$ cat src/rtl/load_store_unit.sv
// Load/store unit: turns a single load or store request into one memory
// transaction on a simple req/ready bus, with alignment checking, byte-lane
// steering for stores, sign/zero extension for loads and a bounded wait.
module load_store_unit #(
    parameter int TIMEOUT = 16
) (
    input  logic        clk,
    input  logic        rst_n,
    input  logic        start,
    input  logic        mem_op,
    input  logic [2:0]  funct3,
    input  logic [31:0] addr,
    input  logic [31:0] store_data,
    output logic        busy,
    output logic        done,
    output logic        fault,
    output logic [31:0] load_data,
    output logic        mem_req,
    output logic        mem_we,
    output logic [31:0] mem_addr,
    output logic [3:0]  mem_be,
    output logic [31:0] mem_wdata,
    input  logic        mem_ready,
    input  logic [31:0] mem_rdata
);

    // Counter only has to reach TIMEOUT-1, so clog2(TIMEOUT) bits suffice.
    localparam int CNT_W = (TIMEOUT > 1) ? $clog2(TIMEOUT) : 1;
    localparam logic [CNT_W-1:0] CNT_LAST = CNT_W'(TIMEOUT - 1);

    typedef enum logic [1:0] {
        IDLE = 2'd0,
        REQ  = 2'd1,
        DONE = 2'd2
    } state_t;

    state_t            state_reg,     state_next;
    logic [CNT_W-1:0]  wait_cnt_reg,  wait_cnt_next;
    logic [2:0]        size_reg,      size_next;
    logic [1:0]        lane_reg,      lane_next;
    logic              busy_reg,      busy_next;
    logic              done_reg,      done_next;
    logic              fault_reg,     fault_next;
    logic [31:0]       load_data_reg, load_data_next;
    logic              mem_req_reg,   mem_req_next;
    logic              mem_we_reg,    mem_we_next;
    logic [31:0]       mem_addr_reg,  mem_addr_next;
    logic [3:0]        mem_be_reg,    mem_be_next;
    logic [31:0]       mem_wdata_reg, mem_wdata_next;

    logic              illegal;
    logic [3:0]        st_be;
    logic [31:0]       st_wdata;
    logic [7:0]        rd_byte;
    logic [15:0]       rd_half;
    logic [31:0]       ld_ext;

    assign busy      = busy_reg;
    assign done      = done_reg;
    assign fault     = fault_reg;
    assign load_data = load_data_reg;
    assign mem_req   = mem_req_reg;
    assign mem_we    = mem_we_reg;
    assign mem_addr  = mem_addr_reg;
    assign mem_be    = mem_be_reg;
    assign mem_wdata = mem_wdata_reg;

    // Legality of the requested access: size encoding, alignment, and no
    // unsigned variants for stores.
    always_comb begin
        illegal = 1'b0;
        case (funct3)
            3'b000, 3'b100: illegal = mem_op & funct3[2];
            3'b001, 3'b101: illegal = addr[0] | (mem_op & funct3[2]);
            3'b010:         illegal = (addr[1:0] != 2'b00);
            default:        illegal = 1'b1;
        endcase
    end

    // Store lane steering: replicate the datum across the word, enable only
    // the addressed lanes.
    always_comb begin
        st_be    = 4'b1111;
        st_wdata = store_data;
        case (funct3[1:0])
            2'b00: begin
                st_be    = 4'b0001 << addr[1:0];
                st_wdata = {4{store_data[7:0]}};
            end
            2'b01: begin
                st_be    = 4'b0011 << addr[1:0];
                st_wdata = {2{store_data[15:0]}};
            end
            default: begin
                st_be    = 4'b1111;
                st_wdata = store_data;
            end
        endcase
    end

    // Load lane selection and extension, using the latched size and offset.
    always_comb begin
        rd_byte = mem_rdata[7:0];
        case (lane_reg)
            2'd0: rd_byte = mem_rdata[7:0];
            2'd1: rd_byte = mem_rdata[15:8];
            2'd2: rd_byte = mem_rdata[23:16];
            default: rd_byte = mem_rdata[31:24];
        endcase
        rd_half = lane_reg[1] ? mem_rdata[31:16] : mem_rdata[15:0];
        ld_ext  = mem_rdata;
        case (size_reg)
            3'b000:  ld_ext = {{24{rd_byte[7]}}, rd_byte};
            3'b100:  ld_ext = {24'b0, rd_byte};
            3'b001:  ld_ext = {{16{rd_half[15]}}, rd_half};
            3'b101:  ld_ext = {16'b0, rd_half};
            default: ld_ext = mem_rdata;
        endcase
    end

    // Next-state and next-output logic; every output is registered below.
    always_comb begin
        state_next     = state_reg;
        wait_cnt_next  = wait_cnt_reg;
        size_next      = size_reg;
        lane_next      = lane_reg;
        busy_next      = busy_reg;
        done_next      = 1'b0;
        fault_next     = fault_reg;
        load_data_next = load_data_reg;
        mem_req_next   = mem_req_reg;
        mem_we_next    = mem_we_reg;
        mem_addr_next  = mem_addr_reg;
        mem_be_next    = mem_be_reg;
        mem_wdata_next = mem_wdata_reg;
        case (state_reg)
            IDLE: begin
                if (start) begin
                    busy_next = 1'b1;
                    if (illegal) begin
                        state_next     = DONE;
                        done_next      = 1'b1;
                        fault_next     = 1'b1;
                        load_data_next = 32'b0;
                    end else begin
                        state_next     = REQ;
                        wait_cnt_next  = '0;
                        size_next      = funct3;
                        lane_next      = addr[1:0];
                        mem_req_next   = 1'b1;
                        mem_we_next    = mem_op;
                        mem_addr_next  = {addr[31:2], 2'b00};
                        mem_be_next    = mem_op ? st_be : 4'b1111;
                        mem_wdata_next = mem_op ? st_wdata : 32'b0;
                    end
                end
            end
            REQ: begin
                // A ready response wins over the timeout in the same cycle.
                if (mem_ready) begin
                    state_next     = DONE;
                    mem_req_next   = 1'b0;
                    mem_we_next    = 1'b0;
                    done_next      = 1'b1;
                    fault_next     = 1'b0;
                    load_data_next = ld_ext;
                end else if (wait_cnt_reg == CNT_LAST) begin
                    state_next     = DONE;
                    mem_req_next   = 1'b0;
                    mem_we_next    = 1'b0;
                    done_next      = 1'b1;
                    fault_next     = 1'b1;
                    load_data_next = 32'b0;
                end else begin
                    wait_cnt_next  = wait_cnt_reg + 1'b1;
                end
            end
            DONE: begin
                state_next = IDLE;
                busy_next  = 1'b0;
                fault_next = 1'b0;
            end
            default: begin
                state_next   = IDLE;
                busy_next    = 1'b0;
                mem_req_next = 1'b0;
                mem_we_next  = 1'b0;
                fault_next   = 1'b0;
            end
        endcase
    end

    // State and output registers, cleared asynchronously by reset.
    always_ff @(posedge clk or negedge rst_n) begin
        if (!rst_n) begin
            state_reg     <= IDLE;
            wait_cnt_reg  <= '0;
            size_reg      <= 3'b0;
            lane_reg      <= 2'b0;
            busy_reg      <= 1'b0;
            done_reg      <= 1'b0;
            fault_reg     <= 1'b0;
            load_data_reg <= 32'b0;
            mem_req_reg   <= 1'b0;
            mem_we_reg    <= 1'b0;
            mem_addr_reg  <= 32'b0;
            mem_be_reg    <= 4'b0;
            mem_wdata_reg <= 32'b0;
        end else begin
            state_reg     <= state_next;
            wait_cnt_reg  <= wait_cnt_next;
            size_reg      <= size_next;
            lane_reg      <= lane_next;
            busy_reg      <= busy_next;
            done_reg      <= done_next;
            fault_reg     <= fault_next;
            load_data_reg <= load_data_next;
            mem_req_reg   <= mem_req_next;
            mem_we_reg    <= mem_we_next;
            mem_addr_reg  <= mem_addr_next;
            mem_be_reg    <= mem_be_next;
            mem_wdata_reg <= mem_wdata_next;
        end
    end

endmodule
$ cat config.mk
export PLATFORM = sky130hd
export DESIGN_NAME = load_store_unit
export DESIGN_NICKNAME = d
export VERILOG_FILES = /design/src/rtl/load_store_unit.sv
export SDC_FILE = /design/constraint.sdc
export NUM_CORES = 1
export LEC_CHECK = 0
export CORE_ASPECT_RATIO = 0.8
export CORE_UTILIZATION = 42
export CTS_CLUSTER_DIAMETER = 150
export CTS_CLUSTER_SIZE = 20
export DETAILED_ROUTE_END_ITERATION = 12
export PLACE_DENSITY = 0.78
export SLEW_MARGIN = 20
export SYNTH_ARGS = -nofsm -noshare
export SYNTH_HDL_FRONTEND = slang
export SYNTH_SLANG_ARGS = --single-unit
$ cat constraint.sdc
create_clock -name clk -period 4.58 [get_ports clk]
set_input_delay 0.458 -clock clk [delete_from_list [all_inputs] [get_ports clk]]
set_output_delay 0.458 -clock clk [all_outputs]
set_load 0.02 [all_outputs]
## Word level (Yosys, flattened, before mapping)

Index checks and enable logic that the tools add are counted.

- Equality and inequality tests: 19
- Reduce and logical (&&, ||, !) cells: 16
- Shift operators: 2
- Mux-type cells: 43
- Bitwise operators: 5
- Add/sub/neg operators: 1

Operators with widths:

| kind | number |
|---|---|
| $mux 32 | 5 |
| $pmux 32 s2 | 2 |
| $pmux 32 s4 | 1 |
| $pmux 8 s3 | 1 |
| $mux 4 | 5 |
| $mux 16 | 1 |
| $pmux 4 s2 | 2 |
| $mux 1 | 15 |
| $eq 3x3->1 const B | 4 |
| $ne 2x2->1 const B | 5 |
| $pmux 1 s3 | 3 |
| $mux 2 | 4 |
| $reduce_and 4->1 | 2 |
| $eq 2x1->1 const B | 3 |
| $eq 3x1->1 const B | 2 |
| $logic_not 2->1 | 3 |
| $logic_not 3->1 | 2 |
| $pmux 1 s2 | 3 |
| $reduce_and 3->1 | 2 |
| $reduce_and 5->1 | 1 |
| $add 4x1->4 const B | 1 |
| $eq 2x2->1 const B | 2 |
| $eq 4x4->1 const B | 1 |
| $pmux 2 s2 | 1 |
| 10 further kinds | 15 |

- Bits in registers: 114
- Output and inout bits: 105
- Word-level logic and storage cells: 99

## Longest topological paths before layout

- Depth after elaboration: 6
- Gate-level depth with buffers: 8

## Worst setup path after synthesis

No wires, ideal clock.

- Path kind: input to register
- Start: input mem_op
- End: register mem_addr_reg[25], in the netlist mem_addr[25]
- Path slack: 2866 ps
- Arrival: 1587 ps
- Stages on the path: 5
- Path buffers: 2
- Setup time: 128 ps
- Cell sequence: buf_2 -> a221oi_4 -> o21ai_4 -> buf_2 -> mux2_1

- Cells in the longest elaborated chain, start to end: 5

RTL lines:

| element | RTL line | RTL |
|---|---|---|
| from (decl) | 10 | `input logic mem_op,` |
| $and 1x1->1 (*) | 73, 74 |  |
| $or 1x1->1 | 74 | `3'b001, 3'b101: illegal = addr[0] \| (mem_op & funct3[2]);` |
| $pmux 1 s3 (*) | 72 | `case (funct3)` |
| $not 1->1 (no source line) (*) | n/a |  |
| $reduce_and 3->1 (no source line) (*) | n/a |  |
| to (signal assigned) | 220 | `mem_addr_reg <= mem_addr_next;` |
| to (decl) | 47 | `logic [31:0] mem_addr_reg, mem_addr_next;` |

Mark *: on every way between the ends. The rest lies on a longest branch, timed or not.
A chain may end at the register's enable or synchronous reset.

## Worst setup path after layout

- Start: input funct3[0]
- End: register mem_addr_reg[10], in the netlist mem_addr[10]

- Cells in the longest elaborated chain, start to end: 5
- Elaborated cells between the ends (all ways): 10
- Those cells by class: eq/ne (4); mux (1); bitwise (1); reduce/logical (4)

RTL lines:

| element | RTL line | RTL |
|---|---|---|
| from (decl) | 11 | `input logic [2:0] funct3,` |
| $eq 3x1->1, or another cell as far along | 72 |  |
| $reduce_or 2->1 | 72 |  |
| $pmux 1 s3 (*) | 72 |  |
| $not 1->1 (no source line) (*) | n/a |  |
| $reduce_and 3->1 (no source line) (*) | n/a |  |

Marked as above.

==> results <==
- IR analysis of the VDD net gives a maximum drop of 0.324 mV.
- The total leakage power is 3.40 nW.
- The family with the most delay on the worst path is buffers and inverters.
- The most instantiated flip-flop cell in the synthesis netlist is dfrtp_1.
- The antenna violation net count after detailed routing is 0.
- Across all register-to-register paths, the minimum setup slack is 2.39 ns.
- The worst register-to-register path has a depth of 3.
- Traced cell by cell, the critical path runs through clkdlybuf4s50_1 > a221oi_4 > o21ai_4 > buf_4 > mux2_2.
- Clock tree synthesis inserted a total of 17 buffers.
- The beginning of the worst register-to-register path is lane_reg[1].
- The worst setup path is launched from an input pin.
- The count of yosys warnings during synthesis is 0.
- The clock network fraction of total power is 0.284.
- The clock transition time at the flip-flop clock pins of the worst setup and hold paths is 0.05 ns.
- The worst register-to-register path ends at load_data[29].
- The worst hold slack is 0.196 ns.
- The fill cell instance count of the final layout is 965.
- The first global-routing pass estimated 23200 um of wire.
- After layout, the design draws a total of 0.00452 W.
- A synthesized cell averages 11.3 um^2.
- The number of antenna violations at the first check in global routing was 0.
- After clock tree synthesis, the repair step resized 0 gates.
- The number of placement rows is 36.
- TritonCTS built the clock tree.
- The number of input and output port buffers inserted is 206.
- The type of the worst setup path is in2reg.
- The starting density of the core is 0.433.
- The required arrival time at the worst endpoint is 4.87 ns.
- The number of levels the H-tree was split into is 4.
- Setup violations remaining at the end of the flow were counted as 0.
- The cell internal power dissipation is 0.00301 W.
- After detailed routing, the number of vias per cell comes to 5.38.
- The most frequent cell after synthesis is dfrtp_1.
- The fraction of layout cells with a size suffix above 1 is 0.152.
- The pin slew with the least headroom to its limit is 0.943 ns.
- After detailed routing, the total wire length is 14700 um.
- In this run the cell area of the synthesized design comes to 5310 um^2.
- The synthesized instance count is 468.
- Of all nets on the critical path, the largest fanout is 34.
- The via count of the first global-routing pass is 4493.
- The clock net in this run drives a total of 114 sinks.
- The count of antenna diodes in the layout is 0.
- The final routed wire length divided by cell count is 17.3 um.
- The worst slew margin relative to its limit is 0.369.
- The analysis attributes to net switching a power of 0.00151 W.
- Clock latency on the worst-skew pair, taken at its later pin, is 0.41 ns.
- The share of total power dissipated in combinational logic is 0.369.
- By area the synthesized netlist is led by dfrtp_1 54%, mux2_2 12%, nand2_1 4.2%, o21ai_0 3.5%, a221o_1 3.2%.
- The power density relative to cell area is 562 nW/um^2.
- The tree is rooted in a clkbuf_16.
- The data arrival at the endpoint of the critical path is 3.14 ns.
- The largest stage delay on the critical path is 0.90 ns.
- The cell type of the slowest stage on the worst timing path is clkdlybuf4s50_1.
- Setup repair after global routing left no endpoint under its margin.
- The number of maximum-capacitance violations is 0.
- The die is 103 um tall.
- Summing all multi-input logic gate instances after layout gives 2230 um^2.
- The maximum number of pins on one net before global-route repair is 75.
- The commonest cells after synthesis are 114 x dfrtp_1, 60 x nand2_1, 55 x mux2_2.
- After synthesis, the share of flip-flops with an asynchronous set or reset is 1.00.
- The area growth from synthesis to layout is 51.4%.
- The number of enable-type register cells in the synthesized netlist is 0.
- Subtracting the final worst setup slack from the clock period gives 2.85 ns.
- The number of hold violations in the final report is 0.
- The buffers inserted during post-CTS setup optimization is 0.
- The cell accounting for the most synthesized area is dfrtp_1.
- The total die area is 13100 um^2.
- Based on the critical path, the design can be clocked at up to 351 MHz.
- The overall global routing resource usage is 0.232.
- The buffering stage count on the worst path with inverters included is 2.
- Buffers inserted to repair hold after CTS numbered 0.
- The number of different library cells used by synthesis comes to 53.
- The number of synthesized register bits is 114.
- Of the synthesized area, sequential elements account for 0.537.
- The core utilization of the finished layout is 0.656.
- The count of TritonRoute iterations in the first routing pass is 5.
- The net switching share of the total power is 0.334.
- The weighted congestion reported at the end of routability-driven placement is 0.800.
- The share of total power dissipated in sequential elements is 0.346.
- The sum of negative setup slack is 0 ns.
- The type of the worst min-delay path is in2async.
- 209 I/O pins were placed.
- The flow ran to the end, and the final reports show no timing, DRC or antenna violations.
- For this block, the via count after detailed routing is 4553.
- The final layout contains 769 nets.
- The sequential cell area is 2850 um^2.
- The worst setup path is captured at a flip-flop.
- Of the post-synthesis cell area, the dominant cell type holds 0.537.
- The max-slew violation count is 0.
- The total global routing overflow is 0.
- The first routing iteration left 259 violations.
- The post-detailed-placement half-perimeter wirelength is 10300 um.
- The number of remaining DRC errors is 0.
- The largest buffer count on any clock path is 2.
- The floorplan step defined a core boundary enclosing 12300 um^2.
- The clock arrives with 0.00869 ns of skew.
- The die is 128 um wide.
- Of the available clock period, the critical path in the final layout requires 0.622.
-- power by group through the flow --
stage	Combinational, W	Sequential [W]	Clock [W]
floorplan	0.000572	0.00185	0
global placement	0.00164	0.00156	0
detailed placement	0.00167	0.00158	0
CTS	0.00168	0.00157	0.00131
global route	0.00179	0.00161	0.00136
finish	0.00167	0.00157	0.00129
-- worst max path at each step --
| stage | startpoint | slack (ns) | to | cells after the start |
|---|---|---|---|---|
| after CTS | funct3[0] | 1.68 | mem_addr[10] | 5 |
| after global placement | funct3[0] | 1.36 | mem_addr[13] | 5 |
| after detailed placement | funct3[0] | 1.24 | mem_addr[10] | 5 |
| after floorplan | mem_op | 2.87 | mem_addr[25] | 5 |
| after global routing | funct3[0] | 1.55 | mem_addr[19] | 5 |
| final | funct3[0] | 1.73 | mem_addr[10] | 5 |
-- cell type report --
class | instances | share of cell area
Clock inverter | 10 | 0.0135
Inverter | 13 | 0.00607
Timing Repair Buffer | 211 | 0.262
Clock buffer | 21 | 0.0585
Multi-Input combinational cell | 307 | 0.278
Sequential cell | 114 | 0.355
Tap cell | 171 | 0.0266
-- through the flow --
stage	cell area, um^2	instances	setup slack, ns
detailed placement	7460	816	1.24
global route	8040	847	1.55
global placement	7460	816	1.36
floorplan	5310	469	2.87
finish	8040	847	1.73
CTS	8040	847	1.68
-- cells in the final DEF, fill, tap and decap left out, drive strengths merged, types with 2 or more instances in the layout --
master and n:
o22ai 9, inv 12, dfrtp 114, a221o 17
mux4 2, nand3 4, a21oi 13, nand2b 2
a221oi 7, clkinvlp 2, nor2b 8, o21ai 40
o2bb2ai 9, clkinv 7, clkbuf 21, bufinv 2
o31ai 16, nor2 22, nor3b 2, mux2 57
buf 6, clkdlybuf4s50 205, o211ai 4, a21o 2
conb 2, o21ba 2, nand2 60, a22o 8
a31oi 3, and3 2
-- layer usage --
layer / up-vias / part of all wire / global-route usage
met3: 13 / 0.097 / 0.0908
met1: 2239 / 0.43 / 0.292
li1: 2105 / - / -
met4: 0 / 0.012 / 0.0769
met5: - / 0 / 0
met2: 196 / 0.46 / 0.370
-- kinds of logic (layout without fill, tap and decap cells) --
group / Yosys count / count (layout) / share of synthesized area
simple gates: 108 / 108 / 0.0971
flops: 114 / 114 / 0.537
mux: 60 / 60 / 0.131
other cells: 1 / 2 / 0.000706
compound gates: 136 / 136 / 0.189
fa+ha+maj: 1 / 1 / 0.00236
buf+inv: 48 / 255 / 0.0429
Power figures use the tool's default switching activity.
==> RTL change: new RTL, config.mk and constraints unchanged <==
Re-encode `state_t` (3 states) as one-hot, 3 bits wide.
--- a/src/rtl/load_store_unit.sv
+++ b/src/rtl/load_store_unit.sv
@@ -30,6 +30,6 @@
 
-    typedef enum logic [1:0] {
-        IDLE = 2'd0,
-        REQ  = 2'd1,
-        DONE = 2'd2
+    typedef enum logic [2:0] {
+        IDLE = 3'b001,
+        REQ  = 3'b010,
+        DONE = 3'b100
     } state_t;
Formal check against the unedited RTL: same outputs for any inputs over 4 cycles, from zero or initial values and one cycle with rst_n low; so few cycles prove little.
==> RTL change against the unedited design <==
- sequential cell count grew 1
- total power grew 0.11%
- setup slack gained 0.25 ns
- largest cell class unchanged
- design area grew 2.0%
- wire length grew 8.0%
- synthesized area grew 3.9%
- register-to-register slack lost 0.31 ns
- cell count grew 13%
- clock skew is essentially flat
==> RTL change: results (changes against the unedited design) <==
[yosys]
synth_xor_area_share_pct = 0  ; unchanged
synth-compound-area-share_pct = 16.6  ; -2.3 points
ys_types = 47  ; -11%
synthTopCellsByCount = nand2_1 (171), dfrtp_1 (114), o21ai_0 (26), clkbuf_1 (25), mux2_2 (25)
synth_seq_area_share_pct = 52.2  ; -1.6 points
synthMuxAreaShare_pct = 6.19  ; -6.9 points
synthArstFlopShare_pct = 100  ; unchanged
synthAdderAreaFrac_pct = 0.227  ; -0.0089 points
synthFlopType = dfrtp_1
ys.warnings.count = 0  ; unchanged
synthTopCellsByArea = dfrtp_1 (52%), nand2_1 (12%), mux2_2 (5.1%), a22o_1 (2.7%), a21o_1 (2.6%)
netlist_instances = 582  ; +24%

[power_and_ir_drop]
ir_drop_uv = 327  ; +1.1%
leakagePower_nw = 3.74  ; +10%

[routing]
drtPass1Iterations = 5  ; unchanged
wl_um = 15800  ; +8.0%
drt-initial-drc-count = 374  ; +44%
via_per_inst = 5.31  ; -1.3%

[clocking]
cts.htree.levels = 4  ; unchanged
cts_buffer_depth = 2  ; unchanged
cts_buffers = 17  ; unchanged
clk_pin_slew_ns = 0.06
cts-root-buf = clkbuf_16
cts_setup_buffers = 0  ; unchanged
cts-resized-gates = 0  ; unchanged
clock_latency_ns = 0.41  ; about the same

[placed_design]
hpwl_um = 10900  ; +6.0%
dpl_cell_area_um2 = 7630  ; +2.3%
dp_cells = 927  ; +14%
gp_congestion = 0.848  ; +6.1%

[global_routing]
grt_max_degree = 86  ; +15%
globalRouteTotalUtil_pct = 24.1  ; +0.85 points
grt_pass1_vias = 4842  ; +7.8%
antenna_found_initial = 1  ; +1
grt_pass1_wl_um = 25200  ; +8.5%

[worst_hold_path]
hold_class = input pin to asynchronous set/reset pin

[finish]
syn_to_final_growth_pct = 48.6
nFillCells = 1037  ; +7.5%
drive_gt1_share_pct = 9.31  ; -5.9 points
final_cells = 959  ; +13%
num_antenna_cells = 0  ; unchanged
fin_nets = 876  ; +14%

[timing]
fin_skew_ns = 0.00886  ; +0.000166 ns
setup_violations = 0  ; unchanged
tightest_slew_ns = 1.06  ; +0.119 ns

[critical_path]
critPathMaxFanout = 45  ; +32%
arrival_ns = 2.89  ; -0.25 ns

[run_status]
outcome = completed

==> RTL change: cell count changes in the layout (fill, tap and decap cells not counted), moves of 8 or more <==
| cell | change |
|---|---|
| a21o_1 | +17 |
| a32o_1 | +8 |
| o21ai_0 | -11 |
| nand2b_1 | +15 |
| o22ai_1 | -9 |
| mux2_2 | -30 |
| nand2_1 | +111 |
| nand3_1 | +14 |
| a22o_1 | +9 |
| a221o_1 | -16 |
==> RTL change: critical path, stage by stage <==
cell	delay (ns)
clkdlybuf4s50_1	0.40
buf_4	0.20
or4_4	0.59
a211o_2	0.63
buf_4	0.39
nand2_1	0.15
nand2_1	0.06
==> RTL change: per-stage QoR <==
stage | worst slack (ns) | total power [W]
after floorplan | 2.59 | 0.00246
after global placement | 1.64 | 0.00323
after detailed placement | 1.57 | 0.00327
after CTS | 1.98 | 0.00455
after global routing | 1.85 | 0.00477
final | 1.98 | 0.00452
==> RTL change: cells by family (layout without fill, tap and decap cells) <==
logic type	Yosys count	in the layout
and+or+nand+nor	251	251
AOI/OAI and AO/OA	125	125
adders and majority gates	1	1
buffers and inverters	58	259
DFF	115	115
other	1	2
muxes	31	31
==> RTL change: cell type report <==
class | instances | share of cell area (%)
clock buffer | 20 | 5.57
clock inverter | 12 | 1.33
inverter | 14 | 0.641
multi-input combinational | 410 | 28.7
sequential | 115 | 35.1
tap | 175 | 2.67
timing repair buffer | 213 | 25.9
==> RTL change: path summary, 6_finish.rpt <==
check / slack, ns / depth (start not counted) / startpoint / to
max: 1.98 / 7 / funct3[0] / mem_wdata[0]
min: 0.05 / 1 / rst_n / mem_wdata[26]
max reg2reg: 2.08 / 4 / lane_reg[1] / load_data[10]
min reg2reg: 0.47 / 2 / mem_wdata[23] / mem_wdata[23]
max in group asynchronous: 3.48 / 2 / rst_n / size_reg[1]
min in group clk: 0.47 / 2 / mem_wdata[23] / mem_wdata[23]
==> RTL change: power by group <==
part	internal [W]	leakage [nW]	switching, W	total [W]
Combinational	0.000821	1.97	0.000871	0.00169
Clock	0.000773	0.264	0.000483	0.00126
Sequential	0.00131	1.50	0.000267	0.00158
Total	0.00290	3.74	0.00162	0.00452
==> RTL change: metal layers <==
metal,GRT usage [%],share of wire (%),vias to the layer above
li1,-,-,2362
met4,7.06,1.3,2
met5,0,0.069,-
met2,37.1,46,236
met3,7.99,8.7,21
met1,32.0,43,2467
